### src/rtl/hist_eq_pkg.sv
// Shared definitions for the histogram-equalisation divider: FSM encoding,
// datapath width and the saturation level for the default configuration.
package hist_eq_pkg;

  localparam int DEF_DATA_W = 32;
  localparam int DEF_LPOW   = 8;

  // Divider datapath width: enough for (cdf_in-cdf_min)*(2^LPOW-1) plus rounding.
  localparam int N   = DEF_DATA_W + DEF_LPOW + 1;
  localparam int SAT = (1 << DEF_LPOW) - 1;

  typedef logic [1:0] state_t;

  localparam state_t ST_IDLE   = 2'd0;
  localparam state_t ST_LOAD   = 2'd1;
  localparam state_t ST_DIVIDE = 2'd2;
  localparam state_t ST_DONE   = 2'd3;

  function automatic int div_width(input int data_w, input int lpow);
    return data_w + lpow + 1;
  endfunction

  function automatic int sat_level(input int lpow);
    return (1 << lpow) - 1;
  endfunction

endpackage

### src/rtl/restoring_div_core.sv
// Radix-2 restoring divider: one quotient bit per clock, MSB first, N steps.
// start loads the operands; done is high during the final step's cycle.
module restoring_div_core #(
  parameter int N = 41
) (
  input  logic         clk,
  input  logic         reset_n,
  input  logic         start,
  input  logic [N-1:0] dividend,
  input  logic [N-1:0] divisor,
  output logic         done,
  output logic [N-1:0] quotient
);

  localparam int CW = $clog2(N);

  logic [N-1:0]  rem;
  logic [N-1:0]  quo;
  logic [N-1:0]  dvs;
  logic [CW-1:0] cnt;
  logic          run;

  logic [N:0]    trial;
  logic          ge;
  logic [N-1:0]  rem_sub;
  logic [N-1:0]  rem_next;
  logic [N-1:0]  quo_next;

  // The partial remainder is shifted left with the next dividend bit; the
  // subtraction result always fits in N bits because it is below the divisor.
  always_comb begin
    trial    = {rem, quo[N-1]};
    ge       = (trial >= {1'b0, dvs});
    rem_sub  = trial[N-1:0] - dvs;
    rem_next = ge ? rem_sub : trial[N-1:0];
    quo_next = {quo[N-2:0], ge};
  end

  assign done     = run && (cnt == '0);
  assign quotient = quo_next;

  always_ff @(posedge clk) begin
    if (!reset_n) begin
      rem <= '0;
      quo <= '0;
      dvs <= '0;
      cnt <= '0;
      run <= 1'b0;
    end else if (start) begin
      rem <= '0;
      quo <= dividend;
      dvs <= divisor;
      cnt <= CW'(N - 1);
      run <= 1'b1;
    end else if (run) begin
      rem <= rem_next;
      quo <= quo_next;
      if (cnt == '0) run <= 1'b0;
      else           cnt <= cnt - 1'b1;
    end
  end

endmodule

### src/rtl/equalize_divider.sv
// Histogram-equalisation level mapper: g = (cdf_in-cdf_min)*(2^LPOW-1)/(SIZE-cdf_min),
// with optional round-half-up, saturation and a divide-by-zero flag.
module equalize_divider
  import hist_eq_pkg::*;
#(
  parameter int DATA_W = 32,
  parameter int SIZE   = 1600,
  parameter int LPOW   = 8,
  parameter int ROUND  = 0
) (
  input  logic              clk,
  input  logic              reset_n,
  input  logic              in_valid,
  output logic              in_ready,
  input  logic [DATA_W-1:0] cdf_min,
  input  logic [DATA_W-1:0] cdf_in,
  output logic              out_valid,
  input  logic              out_ready,
  output logic [LPOW-1:0]   g_out,
  output logic              div_by_zero,
  output logic              busy,
  output state_t            state_dbg
);

  localparam int           NW     = div_width(DATA_W, LPOW);
  localparam logic [NW-1:0] SAT_N  = NW'(sat_level(LPOW));
  localparam logic [NW-1:0] SIZE_N = NW'(SIZE);

  // Handshakes: a transfer happens on a rising edge where valid and ready are
  // both high; valid never depends on ready, and outputs hold while stalled.

  state_t            state;
  logic [DATA_W-1:0] min_q;
  logic [DATA_W-1:0] in_q;

  logic [DATA_W-1:0] diff_dw;
  logic [NW-1:0]     diff;
  logic [NW-1:0]     min_ext;
  logic [NW-1:0]     num;
  logic [NW-1:0]     den;
  logic [NW-1:0]     dividend;
  logic              den_zero;

  logic              div_start;
  logic              div_done;
  logic [NW-1:0]     quotient;
  logic [LPOW-1:0]   g_next;

  always_comb begin
    diff_dw  = in_q - min_q;
    diff     = {{(NW-DATA_W){1'b0}}, diff_dw};
    min_ext  = {{(NW-DATA_W){1'b0}}, min_q};
    num      = ((in_q == '0) || (in_q < min_q)) ? '0 : ((diff << LPOW) - diff);
    den      = (min_ext < SIZE_N) ? (SIZE_N - min_ext) : '0;
    den_zero = (den == '0);
    dividend = ((ROUND != 0) && !den_zero) ? (num + (den >> 1)) : num;
    g_next   = (quotient > SAT_N) ? SAT_N[LPOW-1:0] : quotient[LPOW-1:0];
  end

  assign div_start = (state == ST_LOAD) && !den_zero;

  restoring_div_core #(
    .N(NW)
  ) u_div (
    .clk      (clk),
    .reset_n  (reset_n),
    .start    (div_start),
    .dividend (dividend),
    .divisor  (den),
    .done     (div_done),
    .quotient (quotient)
  );

  always_ff @(posedge clk) begin
    if (!reset_n) begin
      state       <= ST_IDLE;
      min_q       <= '0;
      in_q        <= '0;
      g_out       <= '0;
      div_by_zero <= 1'b0;
    end else begin
      case (state)
        ST_IDLE: begin
          if (in_valid) begin
            min_q <= cdf_min;
            in_q  <= cdf_in;
            state <= ST_LOAD;
          end
        end
        ST_LOAD: begin
          if (den_zero) begin
            g_out       <= SAT_N[LPOW-1:0];
            div_by_zero <= 1'b1;
            state       <= ST_DONE;
          end else begin
            state <= ST_DIVIDE;
          end
        end
        ST_DIVIDE: begin
          if (div_done) begin
            g_out       <= g_next;
            div_by_zero <= 1'b0;
            state       <= ST_DONE;
          end
        end
        default: begin
          if (out_ready) state <= ST_IDLE;
        end
      endcase
    end
  end

  assign in_ready  = (state == ST_IDLE);
  assign out_valid = (state == ST_DONE);
  assign busy      = (state != ST_IDLE);
  assign state_dbg = state;

endmodule

### config.mk
export PLATFORM = sky130hd
export DESIGN_NAME = equalize_divider
export DESIGN_NICKNAME = d
export VERILOG_FILES = /design/src/rtl/hist_eq_pkg.sv /design/src/rtl/restoring_div_core.sv /design/src/rtl/equalize_divider.sv
export SDC_FILE = /design/constraint.sdc
export NUM_CORES = 1
export LEC_CHECK = 0
export ABC_AREA = 1
export BUFFER_PORTS_ARGS = -buffer_cell sky130_fd_sc_hd__buf_2
export CAP_MARGIN = 20
export CORE_MARGIN = 1.5
export CORE_UTILIZATION = 35
export DETAILED_ROUTE_END_ITERATION = 8
export GPL_ROUTABILITY_DRIVEN = 0
export SLEW_MARGIN = 40
export SYNTH_ARGS = -nofsm -noshare
export SYNTH_HDL_FRONTEND = slang
export SYNTH_HIERARCHICAL = 1
export SYNTH_SLANG_ARGS = --single-unit
### constraint.sdc
create_clock -name clk -period 8.5 [get_ports clk]
set_input_delay 1.7 -clock clk [delete_from_list [all_inputs] [get_ports clk]]
set_output_delay 1.7 -clock clk [all_outputs]
set_load 0.01 [all_outputs]
==> impl_results.md <==
* Status: finished clean
* Largest net degree at the start of global routing at 100
* CP endpoint kind: flop
* Most frequent cells in the layout: nand2_1 (741), inv_1 (431), nor2_1 (338)
* Vias at 17597
* Ys async rst share at 0%
* Top Ports at 82
* CP Launch Type: flop
* H-tree levels at 1
* Largest family of logic cells by synthesized area: simple AND/OR/NAND/NOR gates
* Worst EP arrival at 4.92 ns
* Max-Cap Viols at 0
* Hold EP: u_div/cnt[4]
* Final period utilization at 53.2%
* Max stage delay on crit path at 0.60 ns
* Total gr overflow at 0
* Die W at 227 µm
* Die footprint at 0.0514 mm²
* DRT Wirelength at 51500 µm
* Mux share of post-synthesis cell area at 0%
* Worst setup path class: flop to flop
* Slew headroom at 47.9%
* Hold Path Stages at 1
* WL/cell at 14.4 µm
* Beginning of the worst hold path: u_div/cnt[4]
* Postcts setup bufs at 0
* Post-cts gate resize count at 0
* Final slew viol count at 0
* NumNets Final at 3080
* Non-filler cells, final at 3588
* Ys Warns at 6
* Top_reg_cell synth: dfxtp_1
* Placed insts at 3546
* R2r setup slk at 3.98 ns
* Final Cell Area at 0.0190 mm²
* Initial antenna violation count at 1
* Xor and xnor area share after synthesis at 2.56%
* Total track usage at 20.3%
* Core area at 0.0492 mm²
* Adder-cell share of the synthesized area at 7.59%
* Rows at 81
* Post-synth EDFFs at 0
* Share of layout cells above drive strength 1 at 9.10%
* Leading cell type in the layout, fill and taps excluded: nand2_1
* Maximum achievable frequency at 221 MHz
* Area growth syn-to-layout at 8.74%
* DPL Wire Length at 39700 µm
* First-pass GRT wire length at 84200 µm
* Vias in the first global route at 16642
* Worst-Margin Slew at 0.782 ns
* Syn_area_per_cell at 6.01 µm²
* Syn Std Cell Area at 0.0175 mm²
* Die height at 227 µm
* Vias per cell at 4.90
* Post-CTS Hold Fix Bufs at 0
* IO buf count at 81
* Fin Setup TNS at 0 ns
* Post-synthesis cell count at 2914
* Synth Register Bits at 205
* Dpl cell area at 0.0182 mm²
* Final hold vios at 0
* Req. time, crit path at 8.90 ns
* Drt pass-1 iters at 5
* Critical Path, Cell by Cell: nor3_1, nand4_1, nor4_1, nand3_2, nor3_2, nor2_1, nand3_1, nand2_1, inv_1, buf_4, clkinv_2, buf_4, o21ai_0, a21oi_1
* Finish-stage setup viols at 0
* Worst path slowest cell: nor4_1
* Cts bufs inserted at 23
* Skew final at 0.0226 ns
* DRC violation total after the first TritonRoute iteration at 1088
* Register area share after synthesis at 23.4%
* Class of the tightest hold or removal check: flop to flop
* Critical-path maximum fanout at 87
* Final Critical Period at 4.52 ns
* CTS Buffer Depth at 3
* RSZ-0062 raised after global routing: no
* CP dominant cell by count: buf_4
* Initial core utilization at 35.6%
* CTS tree: built
* Root Driver: clkbuf_16
* Reg2reg start: min_q[24]
* Unique masters post-synth at 53
* Reg2Reg Depth at 14
* DRC at 0
* Synth Area in Compound Gates at 14.9%
* RR Endpoint: u_div/dvs[8]
* Simple logic cell fraction of the synthesized area at 37.7%
* Skew-Pair Late Insertion Delay at 0.55 ns
* Antenna-violating nets left at 0
* Clk pin slew, worst setup/hold paths at 0.06 ns
* Num Clock Sinks at 205
## worst max-delay path: cells and delay by family (launching register included)
family	cells	cell delay [ns]
simple gates	8	2.08
compound gates	2	0.31
flops	1	0.31
buf+inv	4	1.59
## synth_stat cells, types with 4 or more instances
master	number	share of area [%]
nor2_1	338	7.2
clkbuf_1	71	1.5
xor2_1	15	0.75
inv_1	434	9.3
ha_1	103	7.4
dfxtp_1	205	23
nor4_1	13	0.46
nand3b_1	41	1.8
nand2_1	742	16
buf_4	52	2.2
nand4_1	30	1.1
clkinv_1	9	0.19
nor3_2	4	0.23
a21oi_2	9	0.45
or2_2	4	0.14
o21ai_1	8	0.23
nor3_1	59	1.7
nand2_4	6	0.39
buf_1	4	0.086
o21a_1	4	0.17
nor2_2	20	0.71
a21o_1	5	0.21
nand3_1	163	4.7
o221ai_1	39	1.9
xnor2_1	33	1.6
and2_1	6	0.21
buf_2	5	0.14
inv_2	11	0.24
nand2_2	43	1.5
nand3_2	22	1.3
o21ai_0	152	4.3
a21oi_1	231	6.6
o21bai_1	7	0.30
## kinds of logic after synthesis
group	after synthesis
AND/OR/NAND/NOR	1498
adder cells (fa/ha/maj)	105
buffers and inverters	588
AO/OA/AOI/OAI	468
XOR/XNOR	49
flip-flops	205
other	1
## flip-flops by register name, indices dropped and copies added, names as in the netlist, 2 cells and up
| name | flops |
|---|---|
| u_div/dvs | 41 |
| u_div/quo | 41 |
| u_div/rem | 41 |
| min_q | 32 |
| in_q | 32 |
| g_out | 8 |
| state_dbg | 2 |
| u_div/cnt | 6 |
## metrics by stage
step / worst slack [ns] / utilization [%] / hold slack (ns)
floorplan: 4.93 / - / 0.429
global placement: 4.12 / 36.9 / 0.452
detailed placement: 4.07 / 37.0 / 0.452
CTS: 4.06 / 38.7 / 0.459
global route: 3.54 / 38.8 / 0.483
finish: 3.98 / 38.8 / 0.457
## per-layer routing
layer  global-route usage [%]  share of wire (%)
met2                     35.7                 47
met1                     26.2                 47
met4                     4.71                2.1
met3                     2.36                4.0
met5                        0                  0
## how the worst max path moves through the flow
stage,end,from,cells after the start,slack (ns)
2_1_floorplan,u_div/quo[30],min_q[12],26,4.93
3_3_place_gp,u_div/dvs[11],min_q[24],14,4.12
3_5_place_dp,u_div/dvs[24],min_q[24],14,4.07
4_1_cts,u_div/dvs[24],min_q[24],14,4.06
5_1_grt,u_div/quo[30],min_q[12],25,3.54
6_report,u_div/dvs[8],min_q[24],14,3.98
## final cells by class
class                   count  area (µm²)
flip-flops and latches    205        4100
multi-input cells        2131       11000
inverters                 454        1710
diodes                      1        2.50
fillers                  5513       30100
well taps                 664         831
clock buffers              28         644
repair buffers             92         498
clock inverters            13         234
Power is left out: the tool's default activity adds up to more than one toggle a clock period on the data nets, which glitch-free logic cannot reach.
